File: config.mk
export PLATFORM = sky130hd
export DESIGN_NAME = calc_cmd_driver_flat
export DESIGN_NICKNAME = d
export VERILOG_FILES = /design/src/rtl/calc_cmd_driver_if.sv /design/src/rtl/calc_cmd_driver.sv /design/src/flat_wrapper.sv
export SDC_FILE = /design/constraint.sdc
export NUM_CORES = 1
export LEC_CHECK = 0
export ABC_AREA = 0
export BUFFER_PORTS_ARGS = -buffer_cell sky130_fd_sc_hd__buf_2
export CORE_MARGIN = 2
export CORE_UTILIZATION = 29
export CTS_BUF_LIST = sky130_fd_sc_hd__clkbuf_8 sky130_fd_sc_hd__clkbuf_16
export CTS_CLUSTER_DIAMETER = 100
export DETAILED_ROUTE_END_ITERATION = 12
export SLEW_MARGIN = 10
export SYNTH_ARGS = -nofsm -noshare
export SYNTH_HDL_FRONTEND = slang
export SYNTH_SLANG_ARGS = --single-unit
File: constraint.sdc
create_clock -name calc_clock -period 3.1 [get_ports calc_clock]
set_input_delay 0.465 -clock calc_clock [delete_from_list [all_inputs] [get_ports calc_clock]]
set_output_delay 0.465 -clock calc_clock [all_outputs]
set_load 0.05 [all_outputs]
File: src/rtl/calc_cmd_driver_if.sv
// Command, calculator-drive and response signals of calc_cmd_driver.
// master: the driver itself; slave: command source, calculator, response sink.
interface calc_cmd_driver_if #(
    parameter int DW    = 32,
    parameter int TAG_W = 4
);
    logic              cmd_valid;
    logic              cmd_ready;
    logic [2:0]        cmd_opcode;
    logic [DW-1:0]     cmd_op1;
    logic [DW-1:0]     cmd_op2;
    logic              cmd_sel;
    logic [TAG_W-1:0]  cmd_tag;
    logic [2:0]        opcode;
    logic [DW-1:0]     op_in1;
    logic [DW-1:0]     op_in2;
    logic              op_in_sel;
    logic [2*DW-1:0]   result;
    logic              valid_res;
    logic              rsp_valid;
    logic              rsp_ready;
    logic [2*DW-1:0]   rsp_result;
    logic              rsp_ok;
    logic [TAG_W-1:0]  rsp_tag;
    logic [3:0]        inflight;

    modport master (
        input  cmd_valid, cmd_opcode, cmd_op1, cmd_op2,
        input  cmd_sel, cmd_tag, result, valid_res, rsp_ready,
        output cmd_ready, opcode, op_in1, op_in2, op_in_sel,
        output rsp_valid, rsp_result, rsp_ok, rsp_tag, inflight
    );

    modport slave (
        output cmd_valid, cmd_opcode, cmd_op1, cmd_op2,
        output cmd_sel, cmd_tag, result, valid_res, rsp_ready,
        input  cmd_ready, opcode, op_in1, op_in2, op_in_sel,
        input  rsp_valid, rsp_result, rsp_ok, rsp_tag, inflight
    );
endinterface

File: src/rtl/calc_cmd_driver.sv
// Calculator command driver: issue, fixed-latency tracker, in-order response FIFO.
// Optional CALC_DRV_STATS_EN adds saturating stat_issued/stat_fail counters.
module calc_cmd_driver #(
    parameter int DW        = 32,
    parameter int LATENCY   = 2,
    parameter int RSP_DEPTH = 4,
    parameter int TAG_W     = 4
) (
    input  logic        calc_clock,
    input  logic        calc_rst_n,
`ifdef CALC_DRV_STATS_EN
    output logic [15:0] stat_issued,
    output logic [15:0] stat_fail,
`endif
    calc_cmd_driver_if.master bus
);
    localparam int AW   = $clog2(RSP_DEPTH);
    localparam int CW   = AW + 1;
    localparam int SW   = CW + 4;
    localparam int TAIL = LATENCY - 1;

    logic [1:0]         rst_sync;
    logic [CW-1:0]      occ;
    logic [3:0]         infl;
    logic [SW-1:0]      credit_sum;
    logic               legal;
    logic               issue;
    logic               push;
    logic               pop;
    logic               push_ok;
    logic [2*DW-1:0]    push_res;

    logic [LATENCY-1:0] trk_vld;
    logic [LATENCY-1:0] trk_ill;
    logic [TAG_W-1:0]   trk_tag [LATENCY];

    logic [2*DW-1:0]    mem_res [RSP_DEPTH];
    logic               mem_ok  [RSP_DEPTH];
    logic [TAG_W-1:0]   mem_tag [RSP_DEPTH];
    logic [AW-1:0]      wr_ptr;
    logic [AW-1:0]      rd_ptr;

    // Opcodes 1..5 are the only ones the calculator understands
    always_comb begin
        legal = 1'b0;
        unique case (bus.cmd_opcode)
            3'd1, 3'd2, 3'd3, 3'd4, 3'd5: legal = 1'b1;
            default:                      legal = 1'b0;
        endcase
    end

    assign credit_sum    = SW'(occ) + SW'(infl);
    assign bus.cmd_ready = rst_sync[1] && (credit_sum < SW'(RSP_DEPTH));
    assign issue         = bus.cmd_valid && bus.cmd_ready;
    assign push          = trk_vld[TAIL];
    assign push_ok       = ~trk_ill[TAIL] & bus.valid_res;
    assign push_res      = trk_ill[TAIL] ? '0 : bus.result;
    assign bus.rsp_valid = (occ != '0);
    assign pop           = bus.rsp_valid && bus.rsp_ready;
    assign bus.rsp_result = mem_res[rd_ptr];
    assign bus.rsp_ok     = mem_ok[rd_ptr];
    assign bus.rsp_tag    = mem_tag[rd_ptr];
    assign bus.inflight   = infl;

    // Two-flop release of reset before any command is accepted
    always_ff @(posedge calc_clock or negedge calc_rst_n) begin
        if (!calc_rst_n) rst_sync <= 2'b00;
        else             rst_sync <= {rst_sync[0], 1'b1};
    end

    // Calculator drive: load on legal issue, otherwise NOP with held operands
    always_ff @(posedge calc_clock or negedge calc_rst_n) begin
        if (!calc_rst_n) begin
            bus.opcode    <= 3'd0;
            bus.op_in1    <= '0;
            bus.op_in2    <= '0;
            bus.op_in_sel <= 1'b0;
        end else if (issue && legal) begin
            bus.opcode    <= bus.cmd_opcode;
            bus.op_in1    <= bus.cmd_op1;
            bus.op_in2    <= bus.cmd_op2;
            bus.op_in_sel <= bus.cmd_sel;
        end else begin
            bus.opcode    <= 3'd0;
        end
    end

    // Tracker shifts every cycle; tail stage marks the capture edge
    always_ff @(posedge calc_clock or negedge calc_rst_n) begin
        if (!calc_rst_n) begin
            trk_vld <= '0;
            trk_ill <= '0;
            for (int i = 0; i < LATENCY; i++) trk_tag[i] <= '0;
        end else begin
            trk_vld[0] <= issue;
            trk_ill[0] <= issue & ~legal;
            trk_tag[0] <= bus.cmd_tag;
            for (int i = LATENCY - 1; i > 0; i--) begin
                trk_vld[i] <= trk_vld[i-1];
                trk_ill[i] <= trk_ill[i-1];
                trk_tag[i] <= trk_tag[i-1];
            end
        end
    end

    // Credit counts: issue moves a credit into flight, capture into the FIFO
    always_ff @(posedge calc_clock or negedge calc_rst_n) begin
        if (!calc_rst_n) begin
            infl <= 4'd0;
            occ  <= '0;
        end else begin
            infl <= infl + 4'(issue) - 4'(push);
            occ  <= occ + CW'(push) - CW'(pop);
        end
    end

    // Response FIFO storage and pointers; credits guarantee room on push
    always_ff @(posedge calc_clock or negedge calc_rst_n) begin
        if (!calc_rst_n) begin
            wr_ptr <= '0;
            rd_ptr <= '0;
            for (int i = 0; i < RSP_DEPTH; i++) begin
                mem_res[i] <= '0;
                mem_ok[i]  <= 1'b0;
                mem_tag[i] <= '0;
            end
        end else begin
            if (push) begin
                mem_res[wr_ptr] <= push_res;
                mem_ok[wr_ptr]  <= push_ok;
                mem_tag[wr_ptr] <= trk_tag[TAIL];
                wr_ptr          <= wr_ptr + 1'b1;
            end
            if (pop) rd_ptr <= rd_ptr + 1'b1;
        end
    end

`ifdef CALC_DRV_STATS_EN
    // Saturating counters of accepted commands and failed responses
    always_ff @(posedge calc_clock or negedge calc_rst_n) begin
        if (!calc_rst_n) begin
            stat_issued <= 16'd0;
            stat_fail   <= 16'd0;
        end else begin
            if (issue && stat_issued != 16'hFFFF)
                stat_issued <= stat_issued + 16'd1;
            if (push && !push_ok && stat_fail != 16'hFFFF)
                stat_fail <= stat_fail + 16'd1;
        end
    end
`endif
endmodule

File: src/flat_wrapper.sv
// flat-port wrapper written by rule: the top's interface ports become plain ports
module calc_cmd_driver_flat 
#(
    parameter int DW        = 32,
    parameter int LATENCY   = 2,
    parameter int RSP_DEPTH = 4,
    parameter int TAG_W     = 4
)
  (calc_clock, calc_rst_n, bus_cmd_valid, bus_cmd_opcode, bus_cmd_op1, bus_cmd_op2, bus_cmd_sel, bus_cmd_tag, bus_result, bus_valid_res, bus_rsp_ready, bus_cmd_ready, bus_opcode, bus_op_in1, bus_op_in2, bus_op_in_sel, bus_rsp_valid, bus_rsp_result, bus_rsp_ok, bus_rsp_tag, bus_inflight);
  calc_cmd_driver_if #(.DW(DW), .TAG_W(TAG_W)) bus_i ();
  input  logic calc_clock;
  input  logic calc_rst_n;
  input wire logic [$bits(bus_i.cmd_valid)-1:0] bus_cmd_valid;
  input wire logic [$bits(bus_i.cmd_opcode)-1:0] bus_cmd_opcode;
  input wire logic [$bits(bus_i.cmd_op1)-1:0] bus_cmd_op1;
  input wire logic [$bits(bus_i.cmd_op2)-1:0] bus_cmd_op2;
  input wire logic [$bits(bus_i.cmd_sel)-1:0] bus_cmd_sel;
  input wire logic [$bits(bus_i.cmd_tag)-1:0] bus_cmd_tag;
  input wire logic [$bits(bus_i.result)-1:0] bus_result;
  input wire logic [$bits(bus_i.valid_res)-1:0] bus_valid_res;
  input wire logic [$bits(bus_i.rsp_ready)-1:0] bus_rsp_ready;
  output wire logic [$bits(bus_i.cmd_ready)-1:0] bus_cmd_ready;
  output wire logic [$bits(bus_i.opcode)-1:0] bus_opcode;
  output wire logic [$bits(bus_i.op_in1)-1:0] bus_op_in1;
  output wire logic [$bits(bus_i.op_in2)-1:0] bus_op_in2;
  output wire logic [$bits(bus_i.op_in_sel)-1:0] bus_op_in_sel;
  output wire logic [$bits(bus_i.rsp_valid)-1:0] bus_rsp_valid;
  output wire logic [$bits(bus_i.rsp_result)-1:0] bus_rsp_result;
  output wire logic [$bits(bus_i.rsp_ok)-1:0] bus_rsp_ok;
  output wire logic [$bits(bus_i.rsp_tag)-1:0] bus_rsp_tag;
  output wire logic [$bits(bus_i.inflight)-1:0] bus_inflight;
  assign bus_i.cmd_valid = bus_cmd_valid;
  assign bus_i.cmd_opcode = bus_cmd_opcode;
  assign bus_i.cmd_op1 = bus_cmd_op1;
  assign bus_i.cmd_op2 = bus_cmd_op2;
  assign bus_i.cmd_sel = bus_cmd_sel;
  assign bus_i.cmd_tag = bus_cmd_tag;
  assign bus_i.result = bus_result;
  assign bus_i.valid_res = bus_valid_res;
  assign bus_i.rsp_ready = bus_rsp_ready;
  assign bus_cmd_ready = bus_i.cmd_ready;
  assign bus_opcode = bus_i.opcode;
  assign bus_op_in1 = bus_i.op_in1;
  assign bus_op_in2 = bus_i.op_in2;
  assign bus_op_in_sel = bus_i.op_in_sel;
  assign bus_rsp_valid = bus_i.rsp_valid;
  assign bus_rsp_result = bus_i.rsp_result;
  assign bus_rsp_ok = bus_i.rsp_ok;
  assign bus_rsp_tag = bus_i.rsp_tag;
  assign bus_inflight = bus_i.inflight;
  calc_cmd_driver #(.DW(DW), .LATENCY(LATENCY), .RSP_DEPTH(RSP_DEPTH), .TAG_W(TAG_W)) u_core (.calc_clock(calc_clock), .calc_rst_n(calc_rst_n), .bus(bus_i));
endmodule
==> key figures <==
Outcome
  – Status: complete, no violations

Global routing
  – Antenna violations before repair: 3
  – Number of global-route vias before repair: about 11000
  – GR Overflow Total: 0
  – GRT Resource Usage Total: 13.7%
  – Largest net degree at the start of global routing: 92
  – First-pass GRT wire length: 58.7 mm

Worst hold path
  – Hold Path Class: in -> reg

Floorplanning
  – Top-level port count: roughly 280
  – Die H: about 230 um
  – Initial Util: just under 30%
  – Row count: 84
  – DIE AREA: 0.0549 mm2
  – Die Span X: 234 um
  – Core Area: 0.0526 mm2

Placed design
  – Dpl hpwl: approximately 24 mm
  – Final Wtd Congestion: 0.762
  – Dpl ws: ~0.72 ns
  – Count of port buffers added during placement: roughly 280
  – Area after DPL: 0.0178 mm2

Synth
  – Sequential-to-total area share from yosys stat: around 60%
  – Synth async-reset ratio: 100%
  – Largest area contributor in the netlist: dfrtp_1
  – Synthesized cell area: 0.0154 mm2
  – Count of cell types in the netlist: 29
  – Yosys warning count: 0
  – Count leader, synth: dfrtp_1
  – Post-synth top cells: dfrtp_1, nand2_1, o21ai_0
  – Post-Synthesis Cells: 1250
  – Mean Syn Cell Area: between 10 and 15 um2
  – Top_reg_cell synth: dfrtp_1
  – Post-synth EDFFs: 0
  – Net count after synthesis: 1405
  – Synth top area share: 60.0%
  – Post-synthesis sequential element count: 369
  – Synth area leaders: dfrtp_1, mux4_2, o21ai_0

STA
  – Fin crit period: 2.65 ns
  – Slew @ Worst Pin: between 0.8 and 0.9 ns
  – Skew final: ~0.023 ns
  – Rel. slew slack: 40.3%
  – Slew Limit Fails: 0
  – Crit share post-route: 85.6%
  – RSZ-0062 raised after global routing: no
  – Final hold viol count: 0
  – Final worst slack: 0.446 ns
  – Final Setup Violations: 0
  – FMAX: 377 MHz
  – Setup_tns: 0 ns

Clock tree
  – CTS H-tree depth: 2
  – Setup bufs post-CTS: 0
  – Worst-path clk slew: 0.07 ns
  – Max clock buf depth: 3
  – CTS tree: done
  – Cts bufs inserted: 41
  – Num Clock Sinks: 369
  – Root buf cell: clkbuf_16
  – Clock latency on the worst-skew pair: 0.54 ns

Setup path
  – Worst setup path category: reg -> out
  – Req. time, crit path: between 2 and 3 ns
  – Critical path peak fanout: 39
  – Crit. End Element: output pin
  – Startpoint Class: register
  – Worst path arrival time: about 2.2 ns

Final layout
  – Area Growth Syn to Fin: 24.2%
  – Ant diodes: 0
  – Layout Nets: 1681
  – Layout cell share with drive strength beyond 1: 34.7%
  – Design area: about 0.019 mm2

Route
  – Number of DRC markers in iteration 0: 563
  – Antenna-violating nets left: 0
  – DRT Pass-1 Iters: 4
  – Final WL: 37.1 mm
  – DRC viols: 0
  – Via count: between 10000 and 15000
  – Avg Vias per Cell: 4.52
  – DR WL/cell: 16.5 um

Power and ir drop
  – Peak VDD IR: 0.000801 V
  – Leak pwr: about 0.0093 uW
  – PD cells: 1220 mW/mm2
  – Overall power consumption: 23300 uW

Run
  – Max Cap Violations: 0
==> report_power, final <==
part / internal, uW / switching (uW)
combinational: 3500 / 6920
clock: 2900 / 1940
sequential: 6900 / 1120
total: 13300 / 9990
==> cells in the final DEF (no fill, tap or decap), types with 2 or more instances in the layout <==
cell type,netlist,final
nand2_4,0,5
buf_4,0,23
o21ai_0,261,261
dfrtp_4,0,2
buf_2,8,282
mux2_4,50,50
dfrtp_1,369,366
xor2_1,2,2
bufinv_16,0,4
inv_1,13,23
clkinvlp_4,0,4
nand2b_1,65,65
clkbuf_8,0,7
clkinv_2,0,3
buf_12,0,12
ha_1,12,12
clkbuf_16,0,41
xnor2_1,6,6
dlygate4sd3_1,0,2
nor3b_1,2,2
mux2_2,31,31
clkinv_4,0,2
nand2_1,266,262
fa_1,2,2
a21oi_1,2,2
mux4_2,69,69
==> metrics by stage <==
step	cells	hold WS, ns	utilization [%]
2_1_floorplan	1250	0.169	-
4_1_cts	2242	0.000934	36.4
6_report	2242	0.0514	36.4
5_1_grt	2242	0.00845	36.4
3_5_place_dp	2169	0.335	33.8
3_3_place_gp	2169	0.333	33.8
==> logic make-up (layout without fill, tap and decap cells) <==
group / count (synthesis) / in the layout / share of synthesized area [%]
AOI/OAI and AO/OA: 264 / 264 / 8.60
xor gates and xnor gates: 8 / 8 / 0.455
DFF: 369 / 369 / 60.0
and+or+nand+nor: 343 / 343 / 9.61
other: 1 / 1 / 0.0244
buffers and inverters: 101 / 405 / 2.82
adders and majority gates: 14 / 14 / 1.24
muxes: 150 / 150 / 17.2
==> layer usage <==
layer / routed length, um / GRT usage [%] / vias to the layer above
met3: 2570 / 3.99 / 59
met5: 44 / 0 / -
li1: - / - / 4838
met1: 16100 / 17.5 / 4942
met2: 17700 / 22.7 / 289
met4: 677 / 3.36 / 6
==> state kept, by name, summed over array words and instances (netlist names) <==
register and flops:
u_core.mem_tag 16, u_core.bus.op_in1 32, u_core.mem_res 256, u_core.bus.op_in_sel 1, u_core.trk_ill 2, u_core.mem_ok 4
u_core.bus.inflight 4, u_core.trk_vld 2, u_core.rd_ptr 2, u_core.wr_ptr 2, u_core.bus.opcode 3, u_core.rst_sync 2
u_core.bus.op_in2 32, u_core.trk_tag 8, u_core.occ 3
==> final cells by class <==
class	instances	area, um2
repair buffers	320	1860
clock inverters	23	220
well taps	688	861
flip-flops and latches	369	9240
inverters	14	52.6
multi-input cells	780	5760
fillers	5162	33400
clock buffers	48	1120
==> path summary, 6_finish.rpt <==
| path | startpoint | endpoint | slack (ns) | depth (start not counted) |
|---|---|---|---|---|
| setup reg to reg | u_core.bus.inflight[1] | u_core.bus.op_in1[31] | 0.74 | 8 |
| hold / removal | bus_cmd_tag[1] | u_core.trk_tag[5] | 0.05 | 1 |
| max in group asynchronous | calc_rst_n | u_core.mem_res[11] | 1.69 | 3 |
| hold reg to reg | u_core.trk_tag[7] | u_core.trk_tag[3] | 0.35 | 0 |
| min in group asynchronous | calc_rst_n | u_core.bus.op_in1[22] | 0.54 | 2 |
| setup / recovery | u_core.rd_ptr[0] | bus_rsp_result[1] | 0.45 | 3 |
==> critical path: stages (launching register included) <==
cell	delay [ns]
dfrtp_4	0.44
buf_12	0.29
mux4_2	0.60
buf_2	0.24
==> timing repair <==
action | CTS | global route
resized for setup | 0 | 0
hold buffers | 2 | 0
hold endpoints to repair | 44 | 0
No activity file was read; power rests on OpenSTA's default activity.
